**config.mk**
```make
export PLATFORM = sky130hd
export DESIGN_NAME = imm_encoder
export DESIGN_NICKNAME = d
export VERILOG_FILES = /design/src/rtl/imm_encoder.sv
export SDC_FILE = /design/constraint.sdc
export NUM_CORES = 1
export LEC_CHECK = 0
export ABC_AREA = 1
export ABC_CLOCK_PERIOD_IN_PS = 4690
export CAP_MARGIN = 20
export CORE_AREA = 3 3 91 93
export DETAILED_ROUTE_END_ITERATION = 6
export DIE_AREA = 0 0 94 96
export MAX_ROUTING_LAYER = met4
export PLACE_DENSITY = 0.86
export SLEW_MARGIN = 15
export SYNTH_ARGS = -nofsm -noshare
export SYNTH_HDL_FRONTEND = slang
export SYNTH_SLANG_ARGS = --single-unit
```
**constraint.sdc**
```tcl
create_clock -name clk -period 4.69 [get_ports clk]
set_clock_uncertainty 0.15 [all_clocks]
set_input_delay 0.469 -clock clk [delete_from_list [all_inputs] [get_ports clk]]
set_output_delay 0.469 -clock clk [all_outputs]
set_load 0.01 [all_outputs]
```
**src/rtl/imm_encoder.sv**
```systemverilog
// imm_encoder: iterative search for an ARM data-processing immediate
// encoding {rotate[3:0], imm8[7:0]} of a 32-bit constant, where
// value = ROR(zero_ext(imm8), 2*rotate). Optionally retries on ~value
// so the caller can fall back to MVN. One rotation is tried per clock.
//
// Handshakes: a transfer happens on a rising edge where valid && ready
// are both high. in_valid/in_value are only sampled on such an edge;
// out_valid and the result fields stay stable until out_ready is seen.
module imm_encoder #(
    parameter logic ALLOW_INVERT = 1'b1
) (
    input  logic        clk,
    input  logic        rst_n,
    input  logic        in_valid,
    input  logic [31:0] in_value,
    output logic        in_ready,
    output logic        out_valid,
    input  logic        out_ready,
    output logic        out_found,
    output logic        out_inverted,
    output logic [11:0] out_shift_operand
);

    typedef enum logic [1:0] {
        IDLE   = 2'd0,
        SEARCH = 2'd1,
        DONE   = 2'd2
    } state_t;

    state_t      state;
    logic [31:0] val_q;
    logic [3:0]  r;
    logic        phase;      // 0 = direct value, 1 = inverted value

    logic [31:0] src;
    logic [5:0]  sh;
    logic [31:0] cand;
    logic        hit;

    // Candidate for this cycle: rotating left by 2*r undoes a ROR by 2*r,
    // so the value is encodable at rotate r iff the top 24 bits are zero.
    // A shift by 32 (when sh == 0) yields zero, leaving cand == src.
    always_comb begin
        src  = phase ? ~val_q : val_q;
        sh   = {1'b0, r, 1'b0};
        cand = (src << sh) | (src >> (6'd32 - sh));
        hit  = (cand[31:8] == 24'h0);
    end

    // Search FSM with registered handshake and result outputs.
    always_ff @(posedge clk or negedge rst_n) begin
        if (!rst_n) begin
            state             <= IDLE;
            val_q             <= 32'h0;
            r                 <= 4'h0;
            phase             <= 1'b0;
            in_ready          <= 1'b1;
            out_valid         <= 1'b0;
            out_found         <= 1'b0;
            out_inverted      <= 1'b0;
            out_shift_operand <= 12'h000;
        end else begin
            case (state)
                IDLE: begin
                    if (in_valid && in_ready) begin
                        val_q    <= in_value;
                        r        <= 4'h0;
                        phase    <= 1'b0;
                        in_ready <= 1'b0;
                        state    <= SEARCH;
                    end
                end
                SEARCH: begin
                    if (hit) begin
                        out_found         <= 1'b1;
                        out_inverted      <= phase;
                        out_shift_operand <= {r, cand[7:0]};
                        out_valid         <= 1'b1;
                        state             <= DONE;
                    end else if (r != 4'hF) begin
                        r <= r + 4'h1;
                    end else if (!phase && ALLOW_INVERT) begin
                        phase <= 1'b1;
                        r     <= 4'h0;
                    end else begin
                        out_found         <= 1'b0;
                        out_inverted      <= 1'b0;
                        out_shift_operand <= 12'h000;
                        out_valid         <= 1'b1;
                        state             <= DONE;
                    end
                end
                DONE: begin
                    // in_ready rises together with the return to IDLE, so a
                    // new request can only be accepted on the following edge.
                    if (out_ready) begin
                        out_valid <= 1'b0;
                        in_ready  <= 1'b1;
                        state     <= IDLE;
                    end
                end
                default: begin
                    state     <= IDLE;
                    in_ready  <= 1'b1;
                    out_valid <= 1'b0;
                end
            endcase
        end
    end

endmodule

```
==> impl_results.html, run 1 <==
<table>
<tr><th>Metric</th><th>Value</th></tr>
<tr><th colspan="2">Clocking</th></tr>
<tr><td>Max H-tree Level</td><td>2</td></tr>
<tr><td>Clk Tree Root Cell</td><td>clkbuf_8</td></tr>
<tr><td>Total of hold buffers inserted after clock tree synthesis</td><td>0</td></tr>
<tr><td>CTS tree</td><td>yes</td></tr>
<tr><td>Buffers from clock root to sink, at most</td><td>2</td></tr>
<tr><td>Number of buffers created by CTS</td><td>5</td></tr>
<tr><td>Number of sinks handled by clock tree synthesis</td><td>55</td></tr>
<tr><td>Resized Gates After CTS</td><td>0</td></tr>
<tr><td>CTS clock-pin slew for the worst setup and hold paths</td><td>0.11 ns</td></tr>
<tr><td>Number of setup buffers added after CTS</td><td>0</td></tr>
<tr><td>Clock insertion delay at the later pin of the skew report</td><td>between 0.3 and 0.4 ns</td></tr>
<tr><th colspan="2">Place</th></tr>
<tr><td>Half-perimeter wire length after placement</td><td>11.43 mm</td></tr>
<tr><td>Placer Congestion</td><td>approximately 1.0</td></tr>
<tr><td>Count of buffers inserted at the top-level ports</td><td>51</td></tr>
<tr><td>Placed inst area</td><td>0.005172 mm^2</td></tr>
<tr><td>Placed Cells</td><td>912</td></tr>
<tr><th colspan="2">Power and ir drop</th></tr>
<tr><td>Peak VDD IR</td><td>0.6782 mV</td></tr>
<tr><td>Total power per unit cell area</td><td>787.5 mW/mm^2</td></tr>
<tr><td>Static Leakage</td><td>between 2 and 3 nW</td></tr>
<tr><th colspan="2">Timing</th></tr>
<tr><td>Number of pins exceeding their max-slew limit in the final report</td><td>0</td></tr>
<tr><td>Slew Limit Headroom</td><td>50.43%</td></tr>
<tr><td>Measured slew at the worst slew-check pin</td><td>0.7435 ns</td></tr>
<tr><td>Highest attainable clock frequency</td><td>300.7 MHz</td></tr>
<tr><td>Aggregate negative setup slack</td><td>0 ns</td></tr>
<tr><td>Endpoints failing setup</td><td>0</td></tr>
<tr><td>Hold Violations, Final</td><td>0</td></tr>
<tr><td>Final period util</td><td>a little under three quarters</td></tr>
<tr><td>Minimum clock period</td><td>3.325 ns</td></tr>
<tr><td>Unrepaired setup endpoints after global routing</td><td>no</td></tr>
<tr><th colspan="2">Setup path</th></tr>
<tr><td>Required time of the worst setup path</td><td>approximately 4.8 ns</td></tr>
<tr><td>Worst Path Arrival</td><td>3.39 ns</td></tr>
<tr><td>Startpoint of the lowest-slack register-to-register path</td><td>r[0]$_DFFE_PN0P_</td></tr>
<tr><td>Maximum fanout count along the critical path</td><td>46</td></tr>
<tr><td>Stage delay of the slowest cell on the critical path</td><td>0.43 ns</td></tr>
<tr><td>Cell chain of the critical path</td><td>inv_4, ha_1, inv_1, nand3_1, nand3_1, o21ai_0, nor2_1, nand2_1, nor2_1, nor2_1, a21oi_2, nand2_2, nand2_4, nand2_1, nand2_1, nand2_1</td></tr>
<tr><td>Worst setup path class</td><td>reg2reg</td></tr>
<tr><td>Number of cells on the worst reg-to-reg path</td><td>16</td></tr>
<tr><td>CP Depth</td><td>16</td></tr>
<tr><td>R2R setup slack</td><td>1.36 ns</td></tr>
<tr><td>Kind of end point of the critical path</td><td>register</td></tr>
<tr><td>Crit-path leading delay family</td><td>simple AND/OR/NAND/NOR gates</td></tr>
<tr><td>WP buf/inv</td><td>2</td></tr>
<tr><td>Launching instance or port of the critical path</td><td>r[0]$_DFFE_PN0P_</td></tr>
<tr><td>Slowest stage cell on the critical path</td><td>inv_1</td></tr>
<tr><td>Crit path capture</td><td>r[3]$_DFFE_PN0P_</td></tr>
<tr><td>Crit-path most repeated cell</td><td>nand2_1</td></tr>
<tr><td>RR Endpoint</td><td>r[3]$_DFFE_PN0P_</td></tr>
<tr><td>Startpoint type of the worst setup path</td><td>register</td></tr>
<tr><th colspan="2">Hold path</th></tr>
<tr><td>Hold Path Class</td><td>in2async</td></tr>
<tr><th colspan="2">Final layout</th></tr>
<tr><td>Fraction of layout cells with a size suffix above 1</td><td>5.012%</td></tr>
<tr><td>Area added between synthesis and finish</td><td>12.43%</td></tr>
<tr><td>Fin nets</td><td>between 800 and 900</td></tr>
<tr><td>Final Instance Area</td><td>about 0.0053 mm^2</td></tr>
<tr><td>Number of diodes</td><td>0</td></tr>
<tr><td>Non-filler instance count after layout</td><td>920</td></tr>
<tr><th colspan="2">Route</th></tr>
<tr><td>Routed wirelength normalized by instance count</td><td>16.40 um</td></tr>
<tr><td>Violation count after the first detailed-routing iteration</td><td>525</td></tr>
<tr><td>Residual antenna-violating net count after detailed routing</td><td>0</td></tr>
<tr><td>DRT Pass-1 Iters</td><td>5</td></tr>
<tr><td>Detailed-route via count</td><td>5486</td></tr>
<tr><td>Post-route DRC violation count</td><td>0</td></tr>
<tr><td>WL final</td><td>15.09 mm</td></tr>
<tr><td>Per-cell via count in the routed design</td><td>5.963</td></tr>
<tr><th colspan="2">Logic synthesis</th></tr>
<tr><td>Adder and majority gate portion of the synthesized area</td><td>less than 1%</td></tr>
<tr><td>Combinational family with the most area after synthesis</td><td>simple AND/OR/NAND/NOR gates</td></tr>
<tr><td>Mean post-synth cell area</td><td>5.927 um^2</td></tr>
<tr><td>Number of distinct library cells after synthesis</td><td>34</td></tr>
<tr><td>Synth Area in XOR/XNOR</td><td>0.8819%</td></tr>
<tr><td>Syn Inst Count</td><td>790</td></tr>
<tr><td>Fraction of registers with async set or reset after synthesis</td><td>100.0%</td></tr>
<tr><td>Commonest register cell after synthesis</td><td>dfrtp_1</td></tr>
<tr><td>Summed instance area of the synthesized netlist</td><td>around 0.0047 mm^2</td></tr>
<tr><td>Fraction of the mapped netlist area in simple logic gates</td><td>49.97%</td></tr>
<tr><td>Number of synthesized register bits</td><td>55</td></tr>
<tr><td>Complex-gate fraction of the synthesized area</td><td>just under 10%</td></tr>
<tr><td>Number of warnings printed during yosys synthesis</td><td>0</td></tr>
<tr><td>Net count after synthesis</td><td>around 830</td></tr>
<tr><td>Number of enable-type register cells in the synthesized netlist</td><td>0</td></tr>
<tr><td>Mux cell area share after synthesis</td><td>0%</td></tr>
<tr><td>Sequential fraction of the synthesis area</td><td>29.42%</td></tr>
<tr><th colspan="2">Floorplan</th></tr>
<tr><td>Die Height</td><td>around 96 um</td></tr>
<tr><td>I/O pins</td><td>52</td></tr>
<tr><td>Chip width</td><td>94 um</td></tr>
<tr><td>Area of the die</td><td>~0.0090 mm^2</td></tr>
<tr><td>Total core area</td><td>0.007607 mm^2</td></tr>
<tr><td>Row cnt</td><td>32</td></tr>
<tr><td>Initial cell density of the core</td><td>61.55%</td></tr>
<tr><th colspan="2">Global routing</th></tr>
<tr><td>Total congestion overflow</td><td>0</td></tr>
<tr><td>Number of global-route vias before repair</td><td>5064</td></tr>
<tr><td>Total routing usage reported by global routing</td><td>between 30% and 40%</td></tr>
<tr><td>Number of antenna violations at the first check in global routing</td><td>0</td></tr>
<tr><td>Global-route wire length before repair</td><td>24.41 mm</td></tr>
<tr><td>Maximum number of pins on one net before global-route repair</td><td>60</td></tr>
<tr><th colspan="2">Flow run</th></tr>
<tr><td>Max-capacitance violation count</td><td>0</td></tr>
<tr><th colspan="2">Outcome</th></tr>
<tr><td>Status</td><td>finished, final reports clean</td></tr>
</table>
-- routing by layer --
layer  global-route usage [%]  wire (um)  up-vias
li1                         -          -     2627
met1                    42.21       5923     2495
met2                    60.50       7380      309
met3                    4.066       1125       55
met4                    15.52        662        0
met5                        -          0        -
-- cell families after synthesis --
group	after synthesis
AOI/OAI and AO/OA	85
and+or+nand+nor	549
buffers and inverters	96
adders and majority gates	2
DFF	55
xor gates and xnor gates	3
-- power breakdown --
part	switching [mW]	internal, mW	total [mW]	leakage (nW)
Sequential	0.100	0.639	0.739	0.704
Clock	0.166	0.120	0.286	0.0482
Combinational	2.18	0.943	3.12	1.93
Total	2.44	1.70	4.15	2.69
-- area by class of cell --
class / instances / area, um^2
Clock buffer: 7 / 86.33
Clock inverter: 1 / 5.005
Fill cell: 714 / 2344
Inverter: 53 / 201.4
Multi-Input combinational cell: 639 / 2870
Sequential cell: 55 / 1378
Tap cell: 102 / 127.6
Timing Repair Buffer: 63 / 595.6
-- stage by stage --
step	utilization (%)	setup WS [ns]	hold slack, ns	power [mW]
floorplan	-	1.854	0.02341	3.026
global placement	67.99	1.552	0.3057	3.717
detailed placement	67.99	1.492	0.3121	3.774
CTS	69.19	1.459	0.1659	4.069
global route	69.19	1.100	0.1899	4.547
finish	69.19	1.365	0.1038	4.145
-- registers in the layout, indices dropped and copies added, names as in the netlist --
signal,cells
out_found,1
val_q,32
r,4
out_inverted,1
state,2
out_valid,1
phase,1
out_shift_operand,12
in_ready,1
-- worst min path at each step --
stage                                      start                           endpoint  cells after the start
6_report                                   rst_n               val_q[7]$_DFFE_PN0P_                      2
5_1_grt                                    rst_n               val_q[7]$_DFFE_PN0P_                      2
4_1_cts                                    rst_n               val_q[7]$_DFFE_PN0P_                      2
3_5_place_dp   out_shift_operand[10]$_DFFE_PN0P_  out_shift_operand[10]$_DFFE_PN0P_                      2
3_3_place_gp    out_shift_operand[0]$_DFFE_PN0P_   out_shift_operand[0]$_DFFE_PN0P_                      2
2_1_floorplan                              rst_n              out_found$_DFFE_PN0P_                      0
-- layout by cell type, fill, tap and decap left out, drive strengths merged --
master | Yosys | routed
xor2 | 3 | 3
clkinv | 0 | 1
o211ai | 3 | 3
o21a | 2 | 2
nand3 | 173 | 173
or2 | 2 | 2
nand2 | 316 | 316
o22ai | 3 | 3
o21ai | 63 | 63
o221ai | 2 | 2
dfstp | 1 | 1
and3 | 1 | 1
nor3 | 4 | 4
and2 | 1 | 1
ha | 2 | 2
a21oi | 10 | 10
clkdlybuf4s50 | 0 | 50
inv | 53 | 53
nand4 | 4 | 4
clkbuf | 16 | 7
buf | 27 | 13
dfrtp | 54 | 54
a31oi | 2 | 2
nor2 | 48 | 48
-- synthesized netlist by cell type (2+ instances only) --
| cell | instances | area share, % |
|---|---|---|
| nand2_4 | 2 | 0.48 |
| nor2_2 | 4 | 0.53 |
| a31oi_1 | 2 | 0.27 |
| clkbuf_1 | 16 | 1.3 |
| o21ai_1 | 3 | 0.32 |
| o211ai_1 | 3 | 0.48 |
| or2_2 | 2 | 0.27 |
| a21oi_1 | 8 | 0.86 |
| buf_2 | 16 | 1.7 |
| o21ai_0 | 60 | 6.4 |
| nor2_1 | 44 | 3.5 |
| xor2_2 | 2 | 0.69 |
| buf_6 | 5 | 1.2 |
| o22ai_1 | 3 | 0.40 |
| nor3_1 | 4 | 0.43 |
| nand3_2 | 2 | 0.43 |
| a21oi_2 | 2 | 0.37 |
| inv_1 | 49 | 3.9 |
| nand2_1 | 313 | 25 |
| nand4_1 | 4 | 0.53 |
| buf_4 | 5 | 0.80 |
| inv_2 | 3 | 0.24 |
| ha_1 | 2 | 0.53 |
| nand3_1 | 171 | 18 |
| o221ai_1 | 2 | 0.37 |
| o21a_1 | 2 | 0.32 |
| dfrtp_1 | 54 | 29 |
No activity file was read; power rests on OpenSTA's default activity.
==> run 2, diff against run 1 <==
--- a/config.mk
+++ b/config.mk
@@ -6,13 +6,13 @@
 export NUM_CORES = 1
 export LEC_CHECK = 0
 export ABC_AREA = 1
-export ABC_CLOCK_PERIOD_IN_PS = 4690
+export ABC_CLOCK_PERIOD_IN_PS = 2900
 export CAP_MARGIN = 20
-export CORE_AREA = 3 3 91 93
+export CORE_AREA = 3 3 99 101
 export DETAILED_ROUTE_END_ITERATION = 6
-export DIE_AREA = 0 0 94 96
+export DIE_AREA = 0 0 102 104
 export MAX_ROUTING_LAYER = met4
-export PLACE_DENSITY = 0.86
+export PLACE_DENSITY = 0.77
 export SLEW_MARGIN = 15
 export SYNTH_ARGS = -nofsm -noshare
 export SYNTH_HDL_FRONTEND = slang
==> constraint.sdc (replaced) <==
create_clock -name clk -period 2.9 [get_ports clk]
set_clock_uncertainty 0.15 [all_clocks]
set_input_delay 0.29 -clock clk [delete_from_list [all_inputs] [get_ports clk]]
set_output_delay 0.29 -clock clk [all_outputs]
set_load 0.01 [all_outputs]
==> impl_results.html, run 2 (synthesis gave the netlist of run 1 again) <==
<table>
<tr><th>Metric</th><th>Value</th></tr>
<tr><th colspan="2">Clocking</th></tr>
<tr><td>Buffers from clock root to sink, at most</td><td>2</td></tr>
<tr><td>Clock insertion delay at the later pin of the skew report</td><td>0.31 ns</td></tr>
<tr><td>Max H-tree Level</td><td>2</td></tr>
<tr><td>CTS tree</td><td>yes</td></tr>
<tr><td>CTS clock-pin slew for the worst setup and hold paths</td><td>0.11 ns</td></tr>
<tr><td>Number of setup buffers added after CTS</td><td>0</td></tr>
<tr><td>Number of sinks handled by clock tree synthesis</td><td>55</td></tr>
<tr><td>Number of buffers created by CTS</td><td>5</td></tr>
<tr><td>Clk Tree Root Cell</td><td>clkbuf_8</td></tr>
<tr><th colspan="2">Global routing</th></tr>
<tr><td>Number of antenna violations at the first check in global routing</td><td>0</td></tr>
<tr><td>Global-route wire length before repair</td><td>23.60 mm</td></tr>
<tr><td>Total routing usage reported by global routing</td><td>28.15%</td></tr>
<tr><td>Number of global-route vias before repair</td><td>4860</td></tr>
<tr><td>Total congestion overflow</td><td>0</td></tr>
<tr><td>Maximum number of pins on one net before global-route repair</td><td>66</td></tr>
<tr><th colspan="2">Timing</th></tr>
<tr><td>Unrepaired setup endpoints after global routing</td><td>yes</td></tr>
<tr><td>Slew Limit Headroom</td><td>between 50% and 60%</td></tr>
<tr><td>Hold Violations, Final</td><td>0</td></tr>
<tr><td>Number of pins exceeding their max-slew limit in the final report</td><td>0</td></tr>
<tr><td>Minimum clock period</td><td>between 2 and 3 ns</td></tr>
<tr><td>Hold slack final</td><td>0.3330 ns</td></tr>
<tr><td>Final period util</td><td>93.90%</td></tr>
<tr><td>Aggregate negative setup slack</td><td>0 ns</td></tr>
<tr><td>Highest attainable clock frequency</td><td>around 370 MHz</td></tr>
<tr><td>Endpoints failing setup</td><td>0</td></tr>
<tr><td>Measured slew at the worst slew-check pin</td><td>0.6986 ns</td></tr>
<tr><th colspan="2">Route</th></tr>
<tr><td>WL final</td><td>14.55 mm</td></tr>
<tr><td>Routed wirelength normalized by instance count</td><td>15.48 um</td></tr>
<tr><td>Detailed-route via count</td><td>5445</td></tr>
<tr><td>Violation count after the first detailed-routing iteration</td><td>434</td></tr>
<tr><td>Post-route DRC violation count</td><td>0</td></tr>
<tr><td>DRT Pass-1 Iters</td><td>7</td></tr>
<tr><td>Per-cell via count in the routed design</td><td>5.793</td></tr>
<tr><td>Residual antenna-violating net count after detailed routing</td><td>0</td></tr>
<tr><th colspan="2">Setup path</th></tr>
<tr><td>R2R setup slack</td><td>0.18 ns</td></tr>
<tr><td>Maximum fanout count along the critical path</td><td>16</td></tr>
<tr><td>Worst setup path class</td><td>reg2reg</td></tr>
<tr><td>Worst Path Arrival</td><td>2.78 ns</td></tr>
<tr><td>Number of cells on the worst reg-to-reg path</td><td>17</td></tr>
<tr><td>Startpoint type of the worst setup path</td><td>register</td></tr>
<tr><td>Startpoint of the lowest-slack register-to-register path</td><td>r[0]$_DFFE_PN0P_</td></tr>
<tr><td>Required time of the worst setup path</td><td>slightly below 3 ns</td></tr>
<tr><td>Kind of end point of the critical path</td><td>register</td></tr>
<tr><td>RR Endpoint</td><td>out_shift_operand[2]$_DFFE_PN0P_</td></tr>
<tr><th colspan="2">Power and ir drop</th></tr>
<tr><td>Peak VDD IR</td><td>0.6691 mV</td></tr>
<tr><td>Static Leakage</td><td>2.776 nW</td></tr>
<tr><td>Total power per unit cell area</td><td>between 1000 and 1500 mW/mm^2</td></tr>
<tr><td>Power consumption</td><td>7.002 mW</td></tr>
<tr><th colspan="2">Floorplan</th></tr>
<tr><td>Initial cell density of the core</td><td>51.40%</td></tr>
<tr><td>Chip width</td><td>102 um</td></tr>
<tr><td>Die Height</td><td>around 100 um</td></tr>
<tr><td>Total core area</td><td>0.009109 mm^2</td></tr>
<tr><td>I/O pins</td><td>52</td></tr>
<tr><td>Area of the die</td><td>0.01061 mm^2</td></tr>
<tr><td>Row cnt</td><td>35</td></tr>
<tr><th colspan="2">Final layout</th></tr>
<tr><td>Registers with the most flip-flops</td><td>val_q: 32 flops, out_shift_operand: 12 flops, r: 4 flops</td></tr>
<tr><td>Commonest non-fill, non-tap cells in the layout</td><td>nand2_1 (312), nand3_1 (170), o21ai_0 (59), dfrtp_1 (52), clkdlybuf4s50_1 (50)</td></tr>
<tr><td>Max FFs per register</td><td>32</td></tr>
<tr><td>Register name with the most flops</td><td>val_q</td></tr>
<tr><td>Most common cell after layout, fill and taps aside</td><td>nand2_1</td></tr>
<tr><td>Area added between synthesis and finish</td><td>16.97%</td></tr>
<tr><td>Fin nets</td><td>roughly 870</td></tr>
<tr><td>Number of diodes</td><td>0</td></tr>
<tr><td>Fraction of layout cells with a size suffix above 1</td><td>6.996%</td></tr>
<tr><th colspan="2">Place</th></tr>
<tr><td>Placer Congestion</td><td>about 1.2</td></tr>
<tr><td>Half-perimeter wire length after placement</td><td>roughly 11 mm</td></tr>
<tr><td>Count of buffers inserted at the top-level ports</td><td>51</td></tr>
<tr><th colspan="2">Hold path</th></tr>
<tr><td>Hold Path Class</td><td>reg2reg</td></tr>
<tr><td>Hold depth</td><td>2</td></tr>
<tr><td>Endpoint with the worst hold slack</td><td>out_shift_operand[5]$_DFFE_PN0P_</td></tr>
<tr><td>Startpoint of the lowest-slack hold path</td><td>out_shift_operand[5]$_DFFE_PN0P_</td></tr>
<tr><th colspan="2">Flow run</th></tr>
<tr><td>Max-capacitance violation count</td><td>0</td></tr>
<tr><th colspan="2">Outcome</th></tr>
<tr><td>Status</td><td>finished, final reports clean</td></tr>
</table>
## run 2: area by class of cell
cell class                      count  area (um^2)
Clock buffer                        6        82.58
Fill cell                         875         3632
Clock inverter                      1        5.005
Multi-Input combinational cell    639         2892
Tap cell                          111        138.9
Timing Repair Buffer               75        772.0
Sequential cell                    55         1380
Inverter                           53        206.4
## run 2: worst max path at each step
stage	startpoint	end	slack (ns)	depth (start not counted)
2_1_floorplan	r[0]$_DFFE_PN0P_	out_inverted$_DFFE_PN0P_	0.06	20
3_3_place_gp	phase$_DFFE_PN0P_	out_shift_operand[10]$_DFFE_PN0P_	0.04	18
3_5_place_dp	phase$_DFFE_PN0P_	out_shift_operand[2]$_DFFE_PN0P_	0.05	18
4_1_cts	phase$_DFFE_PN0P_	out_shift_operand[10]$_DFFE_PN0P_	0.03	18
5_1_grt	r[0]$_DFFE_PN0P_	out_inverted$_DFFE_PN0P_	-0.02	17
6_report	r[0]$_DFFE_PN0P_	out_shift_operand[2]$_DFFE_PN0P_	0.18	17
## run 2: what timing repair did
| item | in CTS | in global routing |
|---|---|---|
| hold endpoints to repair | 54 | 0 |
| hold buffers | 1 | 0 |
| resized for setup | 0 | 14 |
| setup endpoints to repair | 0 | 21 |
## run 2: per-stage QoR
step                instances  setup WS [ns]  utilization, %  area [um^2]
finish                    940         0.1768           60.12         5477
global route              940       -0.02128           60.12         5477
CTS                       939        0.02843           59.35         5406
detailed placement        931        0.04776           58.28         5309
global placement          931        0.04471           58.28         5309
floorplan                 790        0.06429               -         4682
## run 2: worst max-delay path: stages (launching register included)
cell	delay, ns
dfrtp_2	0.43
inv_4	0.05
ha_1	0.34
inv_2	0.14
buf_12	0.16
nand3_1	0.10
nand3_1	0.15
nand2_1	0.14
nor2_1	0.12
nand2_1	0.06
nor2_1	0.09
nor2_1	0.05
a21oi_2	0.14
nand2_2	0.11
nand2_4	0.12
nand2_4	0.13
nand2_1	0.09
nand2_1	0.05
## run 2: layer usage
metal	track usage, %	share of wire, %
met5	-	0
met4	8.060	2.7
met3	4.963	9.0
met2	43.31	45
met1	37.97	43
## run 2: report_power, final
part / switching [mW] / leakage [nW] / total (mW) / internal [mW]
Clock: 0.257 / 0.0470 / 0.446 / 0.189
Sequential: 0.158 / 0.702 / 1.19 / 1.04
Combinational: 3.57 / 2.03 / 5.36 / 1.79
Total: 3.98 / 2.78 / 7.00 / 3.02
